==> src/rtl/control_sequencer_pkg.sv <==
// Purpose : shared constants for the 8-bit bus computer control unit.
// Latency : n/a (declarations only).
// Backpressure: n/a.
// Contents: opcode values, T-state indices, control-word bit indices and masks.
package control_sequencer_pkg;

  localparam int NUM_STEPS_DEF = 5;
  localparam int OPW_DEF       = 4;
  localparam int CTRL_W        = 16;
  // $clog2(NUM_STEPS_DEF); also the width of the t_state debug port
  localparam int STEP_W        = 3;

  typedef logic [CTRL_W-1:0] ctrl_word_t;
  typedef logic [STEP_W-1:0] step_t;

  localparam step_t T0 = 3'd0;
  localparam step_t T1 = 3'd1;
  localparam step_t T2 = 3'd2;
  localparam step_t T3 = 3'd3;
  localparam step_t T4 = 3'd4;

  localparam logic [3:0] OP_NOP = 4'b0000;
  localparam logic [3:0] OP_LDA = 4'b0001;
  localparam logic [3:0] OP_ADD = 4'b0010;
  localparam logic [3:0] OP_SUB = 4'b0011;
  localparam logic [3:0] OP_STA = 4'b0100;
  localparam logic [3:0] OP_LDI = 4'b0101;
  localparam logic [3:0] OP_JMP = 4'b0110;
  localparam logic [3:0] OP_JC  = 4'b0111;
  localparam logic [3:0] OP_JZ  = 4'b1000;
  localparam logic [3:0] OP_OUT = 4'b1110;
  localparam logic [3:0] OP_HLT = 4'b1111;

  localparam int B_HLT = 15;
  localparam int B_MI  = 14;
  localparam int B_RI  = 13;
  localparam int B_RO  = 12;
  localparam int B_IO  = 11;
  localparam int B_II  = 10;
  localparam int B_AI  = 9;
  localparam int B_AO  = 8;
  localparam int B_EO  = 7;
  localparam int B_SU  = 6;
  localparam int B_BI  = 5;
  localparam int B_OI  = 4;
  localparam int B_CE  = 3;
  localparam int B_CO  = 2;
  localparam int B_J   = 1;
  localparam int B_FI  = 0;

  localparam ctrl_word_t C_HLT = ctrl_word_t'(1) << B_HLT;
  localparam ctrl_word_t C_MI  = ctrl_word_t'(1) << B_MI;
  localparam ctrl_word_t C_RI  = ctrl_word_t'(1) << B_RI;
  localparam ctrl_word_t C_RO  = ctrl_word_t'(1) << B_RO;
  localparam ctrl_word_t C_IO  = ctrl_word_t'(1) << B_IO;
  localparam ctrl_word_t C_II  = ctrl_word_t'(1) << B_II;
  localparam ctrl_word_t C_AI  = ctrl_word_t'(1) << B_AI;
  localparam ctrl_word_t C_AO  = ctrl_word_t'(1) << B_AO;
  localparam ctrl_word_t C_EO  = ctrl_word_t'(1) << B_EO;
  localparam ctrl_word_t C_SU  = ctrl_word_t'(1) << B_SU;
  localparam ctrl_word_t C_BI  = ctrl_word_t'(1) << B_BI;
  localparam ctrl_word_t C_OI  = ctrl_word_t'(1) << B_OI;
  localparam ctrl_word_t C_CE  = ctrl_word_t'(1) << B_CE;
  localparam ctrl_word_t C_CO  = ctrl_word_t'(1) << B_CO;
  localparam ctrl_word_t C_J   = ctrl_word_t'(1) << B_J;
  localparam ctrl_word_t C_FI  = ctrl_word_t'(1) << B_FI;

endpackage

==> src/rtl/control_sequencer_if.sv <==
// Purpose : bundle between the instruction register/flags and the control unit.
// Latency : n/a (wires only).
// Backpressure: step_en is the only throttle; the sequencer holds its state while it is low.
// master = control unit (drives ctrl/t_state/halted); slave = IR, flags and datapath side.
interface control_sequencer_if #(
  parameter int OPW = 4
);
  import control_sequencer_pkg::*;

  logic             step_en;
  logic [OPW-1:0]   opcode;
  logic             flag_c;
  logic             flag_z;
  ctrl_word_t       ctrl;
  step_t            t_state;
  logic             halted;

  modport master (
    input  step_en, opcode, flag_c, flag_z,
    output ctrl, t_state, halted
  );

  modport slave (
    output step_en, opcode, flag_c, flag_z,
    input  ctrl, t_state, halted
  );

endinterface

==> src/rtl/control_sequencer_microcode_rom.sv <==
// Purpose : combinational microcode: {opcode, step, flags} -> control word + last used step.
// Latency : zero cycles (pure combinational).
// Backpressure: none; output follows inputs.
// Ports: opcode/step/flag_c/flag_z in; ctrl out; last_step = final T-state used by this opcode.
module control_sequencer_microcode_rom
  import control_sequencer_pkg::*;
#(
  parameter int OPW = OPW_DEF
) (
  input  logic [OPW-1:0] opcode,
  input  step_t          step,
  input  logic           flag_c,
  input  logic           flag_z,
  output ctrl_word_t     ctrl,
  output step_t          last_step
);

  ctrl_word_t ex2, ex3, ex4;

  always_comb begin
    ex2       = '0;
    ex3       = '0;
    ex4       = '0;
    // Unknown opcodes fall through as NOP: fetch only, end at T1.
    last_step = T1;
    case (opcode)
      OPW'(OP_LDA): begin ex2 = C_IO | C_MI; ex3 = C_RO | C_AI; last_step = T3; end
      OPW'(OP_ADD): begin
        ex2 = C_IO | C_MI; ex3 = C_RO | C_BI; ex4 = C_EO | C_AI | C_FI; last_step = T4;
      end
      OPW'(OP_SUB): begin
        ex2 = C_IO | C_MI; ex3 = C_RO | C_BI; ex4 = C_EO | C_AI | C_SU | C_FI; last_step = T4;
      end
      OPW'(OP_STA): begin ex2 = C_IO | C_MI; ex3 = C_AO | C_RI; last_step = T3; end
      OPW'(OP_LDI): begin ex2 = C_IO | C_AI; last_step = T2; end
      OPW'(OP_JMP): begin ex2 = C_IO | C_J;  last_step = T2; end
      // Conditional jumps end at T2 whether taken or not, so timing is flag-independent.
      OPW'(OP_JC):  begin ex2 = flag_c ? (C_IO | C_J) : '0; last_step = T2; end
      OPW'(OP_JZ):  begin ex2 = flag_z ? (C_IO | C_J) : '0; last_step = T2; end
      OPW'(OP_OUT): begin ex2 = C_AO | C_OI; last_step = T2; end
      OPW'(OP_HLT): begin ex2 = C_HLT; last_step = T2; end
      default: ;
    endcase
  end

  always_comb begin
    ctrl = '0;
    case (step)
      T0:      ctrl = C_CO | C_MI;
      T1:      ctrl = C_RO | C_II | C_CE;
      T2:      ctrl = ex2;
      T3:      ctrl = ex3;
      T4:      ctrl = ex4;
      default: ctrl = '0;
    endcase
  end

endmodule

==> src/rtl/control_sequencer.sv <==
// Purpose : T-state step counter, halt latch and microcode decode for the 8-bit bus computer.
// Latency : ctrl is combinational from the current step; step advances one per enabled clock.
// Backpressure: step_en=0 freezes t_state and ctrl; once halted, step_en is ignored until reset.
// Ports: clock, reset_btn (async active-low), bus (master: step_en/opcode/flags in, ctrl/t_state/halted out).
module control_sequencer
  import control_sequencer_pkg::*;
#(
  parameter int NUM_STEPS = NUM_STEPS_DEF,
  parameter bit EARLY_END = 1'b1,
  parameter int OPW       = OPW_DEF
) (
  input  logic                  clock,
  input  logic                  reset_btn,
  control_sequencer_if.master   bus
);

  localparam step_t FULL_LAST = step_t'(NUM_STEPS - 1);

  step_t      step_q;
  logic       halted_q;
  ctrl_word_t rom_ctrl;
  step_t      rom_last;
  step_t      last_step;
  logic       hlt_now;

  control_sequencer_microcode_rom #(
    .OPW (OPW)
  ) u_rom (
    .opcode    (bus.opcode),
    .step      (step_q),
    .flag_c    (bus.flag_c),
    .flag_z    (bus.flag_z),
    .ctrl      (rom_ctrl),
    .last_step (rom_last)
  );

  assign last_step = EARLY_END ? rom_last : FULL_LAST;
  assign hlt_now   = (step_q == T2) && (bus.opcode == OPW'(OP_HLT));

  always_ff @(posedge clock or negedge reset_btn) begin
    if (!reset_btn) begin
      step_q   <= T0;
      halted_q <= 1'b0;
    end else if (!halted_q && bus.step_en) begin
      if (hlt_now) begin
        // Park in T2 rather than wrapping, so the LEDs show where execution stopped.
        halted_q <= 1'b1;
      end else if (step_q == last_step) begin
        step_q <= T0;
      end else begin
        step_q <= step_q + step_t'(1);
      end
    end
  end

  // Once halted the opcode may change underneath us; force the word rather than trust the ROM.
  assign bus.ctrl    = halted_q ? C_HLT : rom_ctrl;
  assign bus.t_state = step_q;
  assign bus.halted  = halted_q;

endmodule

==> src/flat_wrapper.sv <==
// flat-port wrapper written by rule: the top's interface ports become plain ports
module control_sequencer_flat import control_sequencer_pkg::*;
#(
  parameter int NUM_STEPS = NUM_STEPS_DEF,
  parameter bit EARLY_END = 1'b1,
  parameter int OPW       = OPW_DEF
)
  (clock, reset_btn, bus_step_en, bus_opcode, bus_flag_c, bus_flag_z, bus_ctrl, bus_t_state, bus_halted);
  control_sequencer_if #(.OPW(OPW)) bus_i ();
  input  logic clock;
  input  logic reset_btn;
  input wire logic [$bits(bus_i.step_en)-1:0] bus_step_en;
  input wire logic [$bits(bus_i.opcode)-1:0] bus_opcode;
  input wire logic [$bits(bus_i.flag_c)-1:0] bus_flag_c;
  input wire logic [$bits(bus_i.flag_z)-1:0] bus_flag_z;
  output wire logic [$bits(bus_i.ctrl)-1:0] bus_ctrl;
  output wire logic [$bits(bus_i.t_state)-1:0] bus_t_state;
  output wire logic [$bits(bus_i.halted)-1:0] bus_halted;
  assign bus_i.step_en = bus_step_en;
  assign bus_i.opcode = bus_opcode;
  assign bus_i.flag_c = bus_flag_c;
  assign bus_i.flag_z = bus_flag_z;
  assign bus_ctrl = bus_i.ctrl;
  assign bus_t_state = bus_i.t_state;
  assign bus_halted = bus_i.halted;
  control_sequencer #(.NUM_STEPS(NUM_STEPS), .EARLY_END(EARLY_END), .OPW(OPW)) u_core (.clock(clock), .reset_btn(reset_btn), .bus(bus_i));
endmodule
==> config.mk <==
export PLATFORM = sky130hd
export DESIGN_NAME = control_sequencer_flat
export DESIGN_NICKNAME = d
export VERILOG_FILES = /design/src/rtl/control_sequencer_pkg.sv /design/src/rtl/control_sequencer_if.sv /design/src/rtl/control_sequencer_microcode_rom.sv /design/src/rtl/control_sequencer.sv /design/src/flat_wrapper.sv
export SDC_FILE = /design/constraint.sdc
export NUM_CORES = 1
export LEC_CHECK = 0
export BUFFER_PORTS_ARGS = -buffer_cell sky130_fd_sc_hd__buf_2
export CAP_MARGIN = 20
export CORE_ASPECT_RATIO = 1.25
export CORE_MARGIN = 3
export CORE_UTILIZATION = 35
export CTS_BUF_LIST = sky130_fd_sc_hd__clkbuf_8
export CTS_CLUSTER_DIAMETER = 80
export CTS_CLUSTER_SIZE = 24
export DETAILED_ROUTE_END_ITERATION = 12
export HOLD_SLACK_MARGIN = 0.02
export SLEW_MARGIN = 10
export SYNTH_ARGS = -nofsm -noshare
export SYNTH_HDL_FRONTEND = slang
export SYNTH_SLANG_ARGS = --single-unit
export TNS_END_PERCENT = 50
==> constraint.sdc <==
create_clock -name clock -period 3.2 [get_ports clock]
set_input_delay 0.64 -clock clock [delete_from_list [all_inputs] [get_ports clock]]
set_output_delay 0.64 -clock clock [all_outputs]
set_load 0.005 [all_outputs]
==> impl_metrics.env, run 1 <==
export IMPL_fin_nets=141
export IMPL_grt_total_usage_pct=16.0
export IMPL_cts_setup_buffers=0
export IMPL_synth_compound_area_share_pct=29.5
export IMPL_fillers=194
export IMPL_htree_levels=1
export IMPL_synth_nets=115
export IMPL_yosys_area_share_simple_pct=34.3
export IMPL_hpwl_um=1500
export IMPL_netlist_top_cells_area="dfrtp_1 14%, ha_1 8.8%, nand2_1 5.3%"
export IMPL_synth_top_area_share_pct=14.1
export IMPL_synth_area_sq_um=708
export IMPL_holdWs_ns=0.222
export IMPL_clock_latency_ns=0.21
export IMPL_synth_seq_area_share_pct=14.1
export IMPL_hold_class="in -> async"
export IMPL_postSynth_asyncResetShare_pct=100
export IMPL_wire_per_inst_um=13.5
export IMPL_io_pins=29
export IMPL_cp_arrival_ns=1.96
export IMPL_synth_edf_count=0
export IMPL_synth_area_mux_share_pct=0
export IMPL_clk_pin_slew_ns=0.03
export IMPL_grt_pass1_wl_um=3240
export IMPL_syn_inst=101
export IMPL_seq_area_sq_um=100
export IMPL_vias=825
export IMPL_criticalPathCategory="reg -> out"
export IMPL_cts_root_buf="clkbuf_8"
export IMPL_cp_top_family="compound AO/OA/AOI/OAI gates"
export IMPL_rows=17
export IMPL_synthToLayoutAreaGrowth_pct=22.8
export IMPL_p_total_w=0.000572
export IMPL_place_ws_ns=0.772
export IMPL_critPathMaxStageDelay_ns=0.46
export IMPL_drc=0
export IMPL_worstPathRequired_ns=2.56
export IMPL_worst_path_buf_inv=2
export IMPL_gp_congestion=0.863
export IMPL_cts_resized=0
export IMPL_crit_reg2reg_launch="u_core.bus.t_state[0]$_DFFE_PN0P_"
export IMPL_synthAdderAreaFrac_pct=8.83
export IMPL_multi_input_area_sq_um=532
export IMPL_start_util_pct=38.7
export IMPL_dieWidth_um=46.2
export IMPL_path_max_fanout=10
export IMPL_startpoint_type="flip-flop"
export IMPL_switching_share_pct=46.4
export IMPL_fin_crit_sh_pct=81.2
export IMPL_drtIter0Drc=13
export IMPL_finalCoreUtilization_pct=47.5
export IMPL_antenna_found_initial=0
export IMPL_power_frac_comb_pct=59.2
export IMPL_io_buffers=28
export IMPL_leakage_nw=0.474
export IMPL_cts_tree="built"
export IMPL_yosys_area_top_type="dfrtp_1"
export IMPL_p_sw_w=0.000266
export IMPL_cts_hold_buffers_added=0
export IMPL_coreArea_sq_mm=0.00183
export IMPL_ys_flop_type="dfrtp_1"
export IMPL_slew_limit_headroom_pct=73.3
export IMPL_grt_start_max_net_pins=17
export IMPL_synth_top_family_by_area="simple AND/OR/NAND/NOR gates"
export IMPL_path_cells="inv_1, ha_1, nor2_1, o21ai_0, nand2b_1, o41ai_1, buf_2"
export IMPL_power_density_mw_per_mm2=658
export IMPL_postRouteAntennaNets=0
export IMPL_end_kind="output port"
export IMPL_cts_sinks=4
export IMPL_yosysWarningCount=0
export IMPL_syn_area_per_cell_sq_um=7.01
export IMPL_peakVddDrop_v=0.000472
export IMPL_synthXorXnorAreaFrac_pct=2.47
export IMPL_clkPwrFrac_pct=18.1
export IMPL_dr_pass1_iters=4
export IMPL_fin_skew_ns=0.00229
export IMPL_drv_slew=0
export IMPL_critPathSlowestCell="dfrtp_1"
export IMPL_cts_buffers=3
export IMPL_share_seq_of_total_power_pct=22.7
export IMPL_diodes=0
export IMPL_worst_slew_pin_slew_ns=0.397
export IMPL_maxCapViolations=0
export IMPL_cts_buffer_depth=2
export IMPL_p_int_w=0.000307
export IMPL_status="finished clean"
export IMPL_synth_distinct_cells=40
export IMPL_fin_crit_ns=2.60
export IMPL_grt_setup_unrepaired="false"
export IMPL_cp_startpoint="u_core.bus.t_state[0]$_DFFE_PN0P_"
export IMPL_finalSetupViolCount=0
export IMPL_final_hold_violation_count=0
export IMPL_viasPerCell=5.73
export IMPL_dieArea_sq_mm=0.00260
export IMPL_grt_overflow=0
export IMPL_grt_pass1_vias=740
export IMPL_drive_gt1_share_pct=28.0
export IMPL_drt_total_wl_um=1950
export IMPL_fmax_mhz=385
export IMPL_finalSetupTns_ns=0
export IMPL_die_h_um=56.3
export IMPL_synth_seq_cells=4
export IMPL_setup_ws_ns=0.603
-- worst register-to-register path: stages, from the launching register on --
cell	delay (ns)
dfrtp_1	0.49
inv_1	0.15
ha_1	0.29
nor2b_1	0.18
a31oi_1	0.28
and2_1	0.27
o211a_1	0.22
a211oi_2	0.05
-- synth_stat cells (2+ instances only) --
cell and instances:
nand2_1 10, nor2_1 10, a21oi_1 7, inv_1 7
and2_1 5, and3_1 5, ha_1 5, o21ai_0 5
a31oi_1 4, dfrtp_1 4, nand2b_1 3, nor2b_1 3
nor3_1 3, buf_2 2, buf_4 2, clkbuf_1 2
-- cells by family after synthesis --
| family | Yosys count |
|---|---|
| flops | 4 |
| simple gates | 46 |
| fa+ha+maj | 5 |
| xor+xnor | 2 |
| buf+inv | 15 |
| compound gates | 29 |
-- final timing paths --
check                                               endpoint  slack [ns]  cells after the start
min                        u_core.bus.t_state[0]$_DFFE_PN0P_        0.22                      1
max reg2reg                u_core.bus.t_state[2]$_DFFE_PN0P_        1.14                      7
min reg2reg                    u_core.bus.halted$_DFFE_PN0P_        0.60                      1
max in group asynchronous      u_core.bus.halted$_DFFE_PN0P_        2.86                      1
min in group clock             u_core.bus.halted$_DFFE_PN0P_        0.60                      1
max                                              bus_ctrl[9]        0.60                      7
-- metal layers --
layer	track usage (%)	part of all wire, %	vias up
met3	1.92	5.3	0
met2	27.4	52	31
met4	6.10	0	0
met1	19.4	43	381
li1	-	-	413
met5	0	0	-
-- flip-flops by register name (all words and copies together), names as in the netlist --
name / cells
u_core.bus.t_state: 3
u_core.bus.halted: 1
-- power by group through the flow --
stage / clock [W] / combinational [W] / sequential, W
4_1_cts: 0.000108 / 0.000339 / 0.000128
5_1_grt: 0.000113 / 0.000386 / 0.000138
3_3_place_gp: 0 / 0.000339 / 0.000128
6_report: 0.000103 / 0.000339 / 0.000130
2_1_floorplan: 0 / 0.000251 / 0.000110
3_5_place_dp: 0 / 0.000339 / 0.000129
-- stage by stage --
stage          std cells  area, sq um
2_1_floorplan        101          708
3_3_place_gp         141          828
3_5_place_dp         141          828
4_1_cts              144          870
5_1_grt              144          870
6_report             144          870
-- layout make-up --
class	instances	area share, %
inverter	8	3.74
multi-input combinational	82	61.2
timing repair buffer	28	16.1
sequential	4	11.5
clock buffer	3	4.75
tap	19	2.73
-- cells in the final DEF (no fill, tap or decap) --
cell,netlist,routed
buf_2,2,28
o31a_1,1,1
o41ai_2,1,1
nand2_1,10,10
inv_4,1,1
inv_1,7,7
and3_1,5,5
nor4b_1,1,1
a21oi_1,7,7
clkbuf_8,0,3
a211oi_2,1,1
o2111a_1,1,1
xnor2_1,1,1
o21ai_0,5,5
o21ai_1,1,1
o211a_1,1,1
a41o_1,1,1
a31oi_1,4,4
nand3_1,1,1
nand3b_1,1,1
nor3_1,3,3
nor2_1,10,10
a211o_1,1,1
a311oi_1,1,1
o311ai_0,1,1
dfrtp_1,4,4
nor4bb_1,1,1
o22ai_1,1,1
xor2_1,1,1
nor4_1,1,1
nor2b_1,3,3
o41ai_1,1,1
or2_2,1,1
and2_1,5,5
and4_1,1,1
ha_1,5,5
o221ai_1,1,1
nand2b_1,3,3
Power figures use the tool's default switching activity.
==> run 2, diff against run 1 <==
==> constraint.sdc (replaced) <==
create_clock -name clock -period 2.4 [get_ports clock]
set_input_delay 0.48 -clock clock [delete_from_list [all_inputs] [get_ports clock]]
set_output_delay 0.48 -clock clock [all_outputs]
set_load 0.005 [all_outputs]
==> run 2 against run 1 <==
  * Wire length rose by 3.4%
  * Count of clock-buffer cells in the layout did not move
  * First-iteration DRC count did not move
  * Critical path depth did not move
  * Clock power rose by 32%
  * Via count fell by 0.12%
  * Design area rose by 2.3%
  * Die area did not move
  * Flip-flop and latch count did not move
  * Register-to-register slack got worse by 0.68 ns
  * Sequential power rose by 38%
  * Sequential share of layout area barely moved
  * Critical endpoint unchanged
==> impl_metrics.env, run 2 (synthesized netlist as in run 1, its figures left out) <==
export IMPL_status="finished clean"
export IMPL_drt_total_wl_um=2010
export IMPL_viasPerCell=5.68
export IMPL_critPathSlowestCell="dfrtp_2"
export IMPL_coreArea_sq_mm=0.00183
export IMPL_rows=17
export IMPL_cts_buffers=3
export IMPL_worstPathRequired_ns=1.92
export IMPL_die_h_um=56.3
export IMPL_final_area_sq_um=890
export IMPL_io_buffers=28
export IMPL_peakVddDrop_v=0.000582
export IMPL_grt_pass1_vias=739
export IMPL_clk_pin_slew_ns=0.03
export IMPL_power_density_mw_per_mm2=871
export IMPL_hold_class="in -> async"
export IMPL_fin_crit_ns=2.29
export IMPL_gp_congestion=0.841
export IMPL_dr_pass1_iters=4
export IMPL_cp_arrival_ns=1.81
export IMPL_finalSetupViolCount=0
export IMPL_place_inst=142
export IMPL_htree_levels=1
export IMPL_leakage_nw=0.479
export IMPL_cts_sinks=4
export IMPL_postRouteAntennaNets=0
export IMPL_fin_nets=142
export IMPL_maxCapViolations=0
export IMPL_cts_root_buf="clkbuf_8"
export IMPL_wire_per_inst_um=13.9
export IMPL_synthToLayoutAreaGrowth_pct=25.6
export IMPL_drv_slew=0
export IMPL_grt_start_max_net_pins=17
export IMPL_grt_total_usage_pct=16.5
export IMPL_fin_skew_ns=0.000270
export IMPL_grt_setup_unrepaired="false"
export IMPL_grt_pass1_wl_um=3290
export IMPL_cts_tree="built"
export IMPL_criticalPathCategory="reg -> out"
export IMPL_largest_reg_flops=3
export IMPL_worst_slew_pin_slew_ns=0.375
export IMPL_antenna_found_initial=0
export IMPL_drive_gt1_share_pct=32.5
export IMPL_critPathMaxStageDelay_ns=0.46
export IMPL_regToRegSetupSlack_ns=0.46
export IMPL_slew_limit_headroom_pct=74.8
export IMPL_dieWidth_um=46.2
export IMPL_final_common_cell="buf_2"
export IMPL_hpwl_um=1590
export IMPL_p_total_w=0.000774
export IMPL_startpoint_type="flip-flop"
export IMPL_holdWs_ns=0.0663
export IMPL_fin_cells=145
export IMPL_end_kind="output port"
export IMPL_path_cells="inv_1, ha_1, nor2_1, o21ai_0, nand2b_1, o41ai_2, buf_2"
export IMPL_path_max_fanout=9
export IMPL_grt_overflow=0
export IMPL_cts_buffer_depth=2
export IMPL_vias=824
export IMPL_dieArea_sq_mm=0.00260
export IMPL_clock_latency_ns=0.21
export IMPL_fillers=196
export IMPL_drtIter0Drc=13
export IMPL_cts_hold_buffers_added=0
export IMPL_drc=0
export IMPL_final_cell_mix="28 x buf_2, 10 x nor2_1, 10 x nand2_1"
export IMPL_r2r_cells=7
export IMPL_final_hold_violation_count=0
export IMPL_io_pins=29
export IMPL_diodes=0
export IMPL_fmax_mhz=438
export IMPL_finalSetupTns_ns=0
export IMPL_placed_area_sq_um=836
export IMPL_start_util_pct=38.7
export IMPL_fin_crit_sh_pct=95.2
==> run 2: area by class of cell <==
type / count / area (sq um) / share of cell area [%]
inverter: 8 / 32.5 / 3.66
clock buffer: 3 / 41.3 / 4.64
tap: 19 / 23.8 / 2.67
sequential: 4 / 103 / 11.5
timing repair buffer: 29 / 148 / 16.6
multi-input combinational: 82 / 542 / 60.9
==> run 2: report_power, final <==
group          internal [W]  switching, W  total (W)
Sequential         0.000102     0.0000770   0.000179
Combinational      0.000207      0.000251   0.000459
Clock              0.000106     0.0000299   0.000136
Total              0.000416      0.000358   0.000774
==> run 2: timing repair <==
| action | in CTS | in global routing |
|---|---|---|
| buffers inserted | 0 | 0 |
| endpoints found under the setup margin | 1 | 1 |
| gates resized for setup | 1 | 4 |
==> run 2: metrics by stage <==
stage / util (%) / setup slack (ns)
global placement: 45.7 / 0.296
CTS: 48.1 / 0.000187
detailed placement: 45.7 / 0.218
finish: 48.6 / 0.115
floorplan: - / 0.445
global route: 48.6 / 0.00397
==> run 2: worst paths after layout <==
path                                                      to                               from
max in group asynchronous  u_core.bus.t_state[1]$_DFFE_PN0P_                          reset_btn
min                        u_core.bus.t_state[2]$_DFFE_PN0P_                          reset_btn
max reg2reg                u_core.bus.t_state[2]$_DFFE_PN0P_  u_core.bus.t_state[0]$_DFFE_PN0P_
max                                              bus_ctrl[9]  u_core.bus.t_state[1]$_DFFE_PN0P_
min reg2reg                    u_core.bus.halted$_DFFE_PN0P_      u_core.bus.halted$_DFFE_PN0P_
min in group clock             u_core.bus.halted$_DFFE_PN0P_                        bus_step_en
==> run 2: layer usage <==
metal / up-vias / GRT usage [%] / share of wire, %
met5: - / 0 / 0
met4: 0 / 6.10 / 0.60
met3: 2 / 2.24 / 4.0
met2: 22 / 27.4 / 51
met1: 388 / 20.7 / 44
li1: 412 / - / -
==> run 2: critical path, delay by kind of cell, from the launching register on <==
family	cells	cell delay, ns
and+or+nand+nor	2	0.17
buffers and inverters	2	0.30
adders and majority gates	1	0.22
AOI/OAI and AO/OA	2	0.44
DFF	1	0.46
